`src/rtl/matrix_seq_pkg.sv`:
```
// Shared constants and state encoding for the matrix element sequencers.
package matrix_seq_pkg;

    localparam int unsigned DIM    = 4;
    localparam int unsigned N_ELEM = DIM * DIM;
    localparam int unsigned SEL_W  = 4;

    typedef enum logic [1:0] {
        IDLE  = 2'd0,
        RUN   = 2'd1,
        DRAIN = 2'd2
    } state_e;

endpackage

```
`src/rtl/matrix_sel_map.sv`:
```
// Scan position to mux select: row-major by default, column-major when transposed.
module matrix_sel_map
    import matrix_seq_pkg::*;
(
    input  logic [SEL_W-1:0] i_cnt,
    input  logic             i_transpose,
    output logic [SEL_W-1:0] o_sel_c
);

    // sel[1:0] is the row and sel[3:2] the column, so row-major swaps the counter halves
    always_comb begin
        o_sel_c = {i_cnt[1:0], i_cnt[3:2]};
        if (i_transpose) begin
            o_sel_c = i_cnt;
        end
    end

endmodule

```
`src/rtl/matrix_element_sequencer.sv`:
```
// Walks the 4x4 element mux and streams the 16 selected bytes over valid/ready.
// Optional TRANSPOSE_EN adds a transpose input selecting column-major order.
module matrix_element_sequencer
    import matrix_seq_pkg::*;
#(
    parameter int unsigned ELEM_W = 8
) (
    input  logic              clk,
    input  logic              reset,
    input  logic              start,
    input  logic              abort,
`ifdef TRANSPOSE_EN
    input  logic              transpose,
`endif
    output logic [SEL_W-1:0]  sel,
    input  logic [ELEM_W-1:0] elem_in,
    output logic              out_valid,
    input  logic              out_ready,
    output logic [ELEM_W-1:0] out_data,
    output logic [SEL_W-1:0]  out_idx,
    output logic              out_last,
    output logic              busy,
    output logic              done
);

    state_e            r_state;
    logic [SEL_W-1:0]  r_cnt;
    logic [SEL_W-1:0]  r_sel;
    logic              r_valid;
    logic [ELEM_W-1:0] r_data;
    logic [SEL_W-1:0]  r_idx;
    logic              r_last;
    logic              r_busy;
    logic              r_done;

    state_e            w_state_nxt;
    logic [SEL_W-1:0]  w_cnt_nxt;
    logic              w_valid_nxt;
    logic [ELEM_W-1:0] w_data_nxt;
    logic [SEL_W-1:0]  w_idx_nxt;
    logic              w_last_nxt;
    logic              w_done_nxt;
    logic              w_load;
    logic              w_tr_cur;
    logic              w_tr_nxt;
    logic [SEL_W-1:0]  w_sel_map;

`ifdef TRANSPOSE_EN
    logic r_transpose;
    assign w_tr_cur = r_transpose;
`else
    assign w_tr_cur = 1'b0;
`endif

    assign w_load = !r_valid || out_ready;

    // Next-state and datapath decode
    always_comb begin
        w_state_nxt = r_state;
        w_cnt_nxt   = r_cnt;
        w_tr_nxt    = w_tr_cur;
        w_valid_nxt = r_valid;
        w_data_nxt  = r_data;
        w_idx_nxt   = r_idx;
        w_last_nxt  = r_last;
        w_done_nxt  = 1'b0;
        if (abort) begin
            w_state_nxt = IDLE;
            w_valid_nxt = 1'b0;
            w_cnt_nxt   = '0;
        end else begin
            case (r_state)
                IDLE: begin
                    if (start) begin
                        w_state_nxt = RUN;
                        w_cnt_nxt   = '0;
`ifdef TRANSPOSE_EN
                        w_tr_nxt    = transpose;
`endif
                    end
                end
                RUN: begin
                    if (w_load) begin
                        w_data_nxt  = elem_in;
                        w_idx_nxt   = r_cnt;
                        w_last_nxt  = (r_cnt == SEL_W'(N_ELEM - 1));
                        w_valid_nxt = 1'b1;
                        w_cnt_nxt   = r_cnt + SEL_W'(1);
                        if (r_cnt == SEL_W'(N_ELEM - 1)) begin
                            w_state_nxt = DRAIN;
                        end
                    end
                end
                DRAIN: begin
                    if (r_valid && out_ready) begin
                        w_valid_nxt = 1'b0;
                        w_done_nxt  = 1'b1;
                        w_state_nxt = IDLE;
                    end
                end
                default: begin
                    w_state_nxt = IDLE;
                end
            endcase
        end
    end

    // Select is computed from the next counter so the mux sees it straight from flops
    matrix_sel_map u_sel_map (
        .i_cnt       (w_cnt_nxt),
        .i_transpose (w_tr_nxt),
        .o_sel_c     (w_sel_map)
    );

    always_ff @(posedge clk) begin
        if (reset) begin
            r_state <= IDLE;
            r_cnt   <= '0;
            r_sel   <= '0;
            r_valid <= 1'b0;
            r_data  <= '0;
            r_idx   <= '0;
            r_last  <= 1'b0;
            r_busy  <= 1'b0;
            r_done  <= 1'b0;
`ifdef TRANSPOSE_EN
            r_transpose <= 1'b0;
`endif
        end else begin
            r_state <= w_state_nxt;
            r_cnt   <= w_cnt_nxt;
            r_sel   <= (w_state_nxt == RUN) ? w_sel_map : '0;
            r_valid <= w_valid_nxt;
            r_data  <= w_data_nxt;
            r_idx   <= w_idx_nxt;
            r_last  <= w_last_nxt;
            r_busy  <= (w_state_nxt != IDLE);
            r_done  <= w_done_nxt;
`ifdef TRANSPOSE_EN
            r_transpose <= w_tr_nxt;
`endif
        end
    end

    assign sel       = r_sel;
    assign out_valid = r_valid;
    assign out_data  = r_data;
    assign out_idx   = r_idx;
    assign out_last  = r_last;
    assign busy      = r_busy;
    assign done      = r_done;

endmodule

```
`config.mk`:
```
export PLATFORM = sky130hd
export DESIGN_NAME = matrix_element_sequencer
export DESIGN_NICKNAME = d
export VERILOG_FILES = /design/src/rtl/matrix_seq_pkg.sv /design/src/rtl/matrix_sel_map.sv /design/src/rtl/matrix_element_sequencer.sv
export SDC_FILE = /design/constraint.sdc
export NUM_CORES = 1
export LEC_CHECK = 0
export BUFFER_PORTS_ARGS = -buffer_cell sky130_fd_sc_hd__clkbuf_2
export CAP_MARGIN = 20
export CORE_ASPECT_RATIO = 1.4
export CORE_MARGIN = 2
export CORE_UTILIZATION = 54
export CTS_CLUSTER_DIAMETER = 150
export DETAILED_ROUTE_END_ITERATION = 12
export GPL_TIMING_DRIVEN = 0
export PLACE_DENSITY = 0.92
export SKIP_LAST_GASP = 1
export SYNTH_ARGS = -nofsm -noshare
export SYNTH_HDL_FRONTEND = slang
export SYNTH_HIERARCHICAL = 1
export SYNTH_SLANG_ARGS = --single-unit
```
`constraint.sdc`:
```
create_clock -name clk -period 3.5 [get_ports clk]
set_clock_uncertainty 0.1 [all_clocks]
set_input_delay 0.7 -clock clk [delete_from_list [all_inputs] [get_ports clk]]
set_output_delay 0.7 -clock clk [all_outputs]
set_load 0.005 [all_outputs]
```
* Word-level counts from Yosys, hierarchy flattened
Cells that the tools add are included.
** Operators by class
- Add/sub/neg operators :: 1
- Eq/ne operators :: 6
- Mux-type cells :: 14
- Bitwise gates (word level) :: 3
- Reduce and logical (&&, ||, !) cells :: 11
** Operators by type and width (count)
- two-way mux 4 bit :: 3
- two-way mux 2 bit :: 5
- one-hot mux 4 bit (2 select lines) :: 1
- one-hot mux 2 bit (3 select lines) :: 1
- AND reduction 3 bit :: 2
- adder 4 x 1 -> 4 bit, second input constant :: 1
- == test 2 x 1 -> 1 bit, second input constant :: 2
- == test 4 bit, second input constant :: 1
- != test 2 bit, second input constant :: 2
- nonzero test 2 bit :: 2
- OR reduction 2 bit :: 2
- two-way mux 1 bit :: 3
- inverter 1 bit :: 3
- OR reduction 3 bit :: 1
- == test 2 bit, second input constant :: 1
- zero test 2 bit :: 1
- one-hot mux 1 bit (2 select lines) :: 1
- logical AND 1 bit :: 1
- zero test 1 bit :: 1
- logical OR 1 bit :: 1
** Storage, ports and cells
- Bits in registers :: 26
- Output and inout port bits :: 20
- Word-level logic and storage cells :: 44

* Longest topological paths before layout
- Word-level depth :: 8
- Mapped depth :: 9
- Depth with buffers taken out :: 8

* Modules after synthesis
Netlist, hierarchy kept.
** Modules (own cells, without submodules)
- matrix_element_sequencer :: instances 1, cells each 129, area an instance 1156.1 µm², seq. area each 520.5 µm²
- matrix_sel_map :: instances 1, cells each 4, area an instance 45.0 µm², seq. area each 0.0 µm²

* Worst setup path before layout
No wires, ideal clock.
- Kind :: input port to flip-flop
- From :: in out_ready
- To :: reg r_sel[1], in the netlist sel[1]
- Arrival time :: 1.757 ns
- Data required time :: 3.266 ns
- Setup slack :: 1.509 ns
- Cell stages on the path :: 6
- Buffers on the path :: 0
- Cells stage by stage :: and2b_4 -> o211a_1 -> a211oi_1 -> nor2_1 -> mux2_2 -> nor3b_1
** RTL lines
- start, declared :: RTL line matrix_element_sequencer.sv:18 : input logic out_ready,
- logical OR 1 bit :: RTL line matrix_element_sequencer.sv:55 : assign w_load = !r_valid || out_ready;
- two-way mux 4 bit :: RTL line matrix_element_sequencer.sv:83 : if (w_load) begin
- one-hot mux 4 bit (2 select lines) :: RTL line matrix_element_sequencer.sv:72 : case (r_state)
- two-way mux 4 bit :: RTL line matrix_element_sequencer.sv:67 : if (abort) begin
- net w_cnt_nxt[3] :: RTL line matrix_element_sequencer.sv:37 : logic [SEL_W-1:0] w_cnt_nxt;
- end signal, assigned :: RTL line matrix_element_sequencer.sv:132 : r_sel <= (w_state_nxt == RUN) ? w_sel_map : '0;
- end, declared :: RTL line matrix_element_sequencer.sv:28 : logic [SEL_W-1:0] r_sel;
The timed path passes the listed nets, and every way through them passes these cells.
A chain may end at the register's enable or synchronous reset.

* Worst setup path in the final report
- From :: reg r_state[1]
- To :: reg r_sel[1], in the netlist sel[1]
** RTL lines
- start, declared :: RTL line matrix_element_sequencer.sv:26 : state_e r_state;
- start signal, assigned :: RTL line matrix_element_sequencer.sv:130 : r_state <= w_state_nxt;
- == test 2 x 1 -> 1 bit / zero test 2 bit (equally long branches) :: RTL line matrix_element_sequencer.sv:72
- one-hot mux 4 bit (2 select lines) (*) :: RTL line matrix_element_sequencer.sv:72
- two-way mux 4 bit (*) :: RTL line matrix_element_sequencer.sv:67
- net w_cnt_nxt[3] :: RTL line matrix_element_sequencer.sv:37
Mark *: on every way through the listed nets, which the timed path passes. The rest lies on a longest branch.

==> impl_results.md <==
- Most frequently used flop master after synthesis: dfxtp_1
- Die ar.: 2620 um^2
- CP max FO: 9
- Sequential cell area: 520 um^2
- R2R Setup Slk: 1.38 ns
- Status: finished, final reports clean
- DR vias: 1047
- Commonest cells after routing, fill and taps aside: clkbuf_2 (32), dfxtp_1 (26), nand2_1 (24)
- Fin crit share: 60.5%
- Startpoint Class: flip-flop
- MaxCap Viol Count: 0
- First-pass GRT wire length: 3970 um
- Pleak: 0.599 nW
- Gr usage total: 20.0%
- Row Count: 20
- CTS tree: done
- Commonest non-fill, non-tap cell in the layout: clkbuf_2
- Layout cell share with drive strength beyond 1: 31.0%
- GPL Wtd Cong: 0.873
- Detailed-route vias per instance: 5.42
- Post-DR wirelength/cell: 12.1 um
- Die extent in y: 59.8 um
- Final hold vios: 0
- Synthesized area per cell: 9.03 um^2
- Pwr Total: 0.000471 W
- Critical path capture point type: flip-flop
- Routed Wire Length: 2330 um
- Postcts setup bufs: 0
- Sink Count: 26
- DRC violations left: 0
- Root buffer cell: clkbuf_4
- Worst-Skew Late Latency: 0.31 ns
- Pwr Density: 331 nW/um^2
- Worst endpoint data arrival time: 2.22 ns
- Area of the multi-input gates: 628 um^2
- Worst min path class: flip-flop to flip-flop
- Cts hold-fix bufs: 0
- Initial DRC count: 19
- Hold Path Stages: 2
- Final setup viols: 0
- Clk pin slew, worst setup/hold paths: 0.13 ns
- Synth async-reset ratio: 0%
- Initial Utilization: 55.8%
- Antenna fix cells: 0
- Port buffer count: 32
- Setup TNS Final: 0 ns
- Bufs on Longest Clock Path: 2
- WHS: 0.364 ns
- Cell count after synthesis: 133
- CTS resizes: 0
- Synth Register Bits: 26
- Critical Path RT: 3.60 ns
- Synth-to-layout area growth: 18.4%
- Worst Reg-to-Reg Cells: 9
- Grt ovf: 0
- Yosys cell types: 34
- Ports: 33
- Antenna violations before repair: 0
- Largest net degree at the start of global routing: 14
- Min Tclk post-route: 2.12 ns
- Post-route ant nets: 0
- Critical path type: flip-flop to flip-flop
- RSZ-0062 raised after global routing: no
- Drt pass-1 iters: 4
- Maximum vdd drop: 0.000297 V
- Final Max Tran Viols: 0
- Vias in the first global route: 966
- Htree depth: 1
- DP HPWL: 1860 um
- Syn. warnings: 6
- Core Footprint: 2150 um^2
- Num CTS Buffers: 3
- Post-synth EDFFs: 0
- Achievable frequency: 472 MHz
- Post-layout nets: 191
- Post-synthesis sequential area ratio: 43.3%
- Fillers: 186
- Die Width: 43.9 um
- Mapped cell area: 1200 um^2
[flip-flops by register name, indices dropped and copies added, names as in the netlist]
signal and cells:
out_valid 1, sel 4, out_idx 4, r_state 2, done 1, busy 1, r_cnt 4, out_last 1
out_data 8
[final timing paths]
check                                start    endpoint
worst min-delay path            out_idx[2]  out_idx[2]
worst max-delay path            r_state[1]      sel[1]
worst max register to register  r_state[1]      sel[1]
worst min register to register  out_idx[2]  out_idx[2]
[per-layer routing]
metal	up-vias	global-route usage, %	routed length (um)
met5	-	0	0
li1	535	-	-
met3	4	3.93	140
met2	37	38.0	1240
met4	0	10.4	48
met1	471	19.9	899
[cell usage after synthesis, types with 2 or more instances]
cell type / instances / share of area (%)
dfxtp_1: 26 / 43
nand2_1: 24 / 7.5
a21oi_1: 18 / 7.5
ha_1: 5 / 5.2
inv_1: 5 / 1.6
nor2_1: 5 / 1.6
nor3_1: 5 / 2.1
nor3b_1: 5 / 3.1
mux2_2: 4 / 3.7
nand3_1: 3 / 1.2
nor2b_1: 3 / 1.6
a211oi_1: 2 / 1.2
buf_4: 2 / 1.2
buf_6: 2 / 1.9
clkbuf_1: 2 / 0.63
mux2i_1: 2 / 1.7
nand2_2: 2 / 1.0
o31ai_2: 2 / 2.1
[power by group]
part | switching [W] | internal [W] | leakage, nW
Combinational | 0.0000268 | 0.0000204 | 0.375
Sequential | 0.00000267 | 0.000300 | 0.210
Clock | 0.0000813 | 0.0000403 | 0.0138
[area by class of cell]
cell class                 count  share of cell area (%)
multi-input combinational     99                    44.2
inverter                       5                    1.32
clock buffer                   3                    1.58
buffer                         6                    3.17
timing repair buffer          32                    11.3
sequential                    26                    36.6
tap                           22                    1.93
[metrics by stage]
| step | cell area, um^2 | std cells | worst slack [ns] | utilization (%) |
|---|---|---|---|---|
| after floorplan | 1210 | 136 | 1.51 | - |
| after global placement | 1400 | 190 | 1.26 | 65.1 |
| after detailed placement | 1400 | 190 | 1.24 | 65.1 |
| after CTS | 1420 | 193 | 1.40 | 66.1 |
| after global routing | 1420 | 193 | 1.26 | 66.1 |
| final | 1420 | 193 | 1.38 | 66.1 |
[worst max-delay path, cell delays in order, from the launching register on]
cell      delay (ns)
dfxtp_1         0.41
inv_1           0.09
ha_1            0.18
buf_4           0.16
inv_1           0.16
nor4_1          0.08
a211oi_1        0.34
nor2_1          0.09
mux2_2          0.26
nor3b_1         0.13
[cells by family after synthesis]
family | Yosys count | share of synthesized area, %
simple gates | 54 | 24.3
compound gates | 30 | 16.1
flops | 26 | 43.3
buf+inv | 11 | 5.31
mux | 6 | 5.42
fa+ha+maj | 5 | 5.21
other cells | 1 | 0.312
Note: power is estimated with default switching activity, not from simulation.
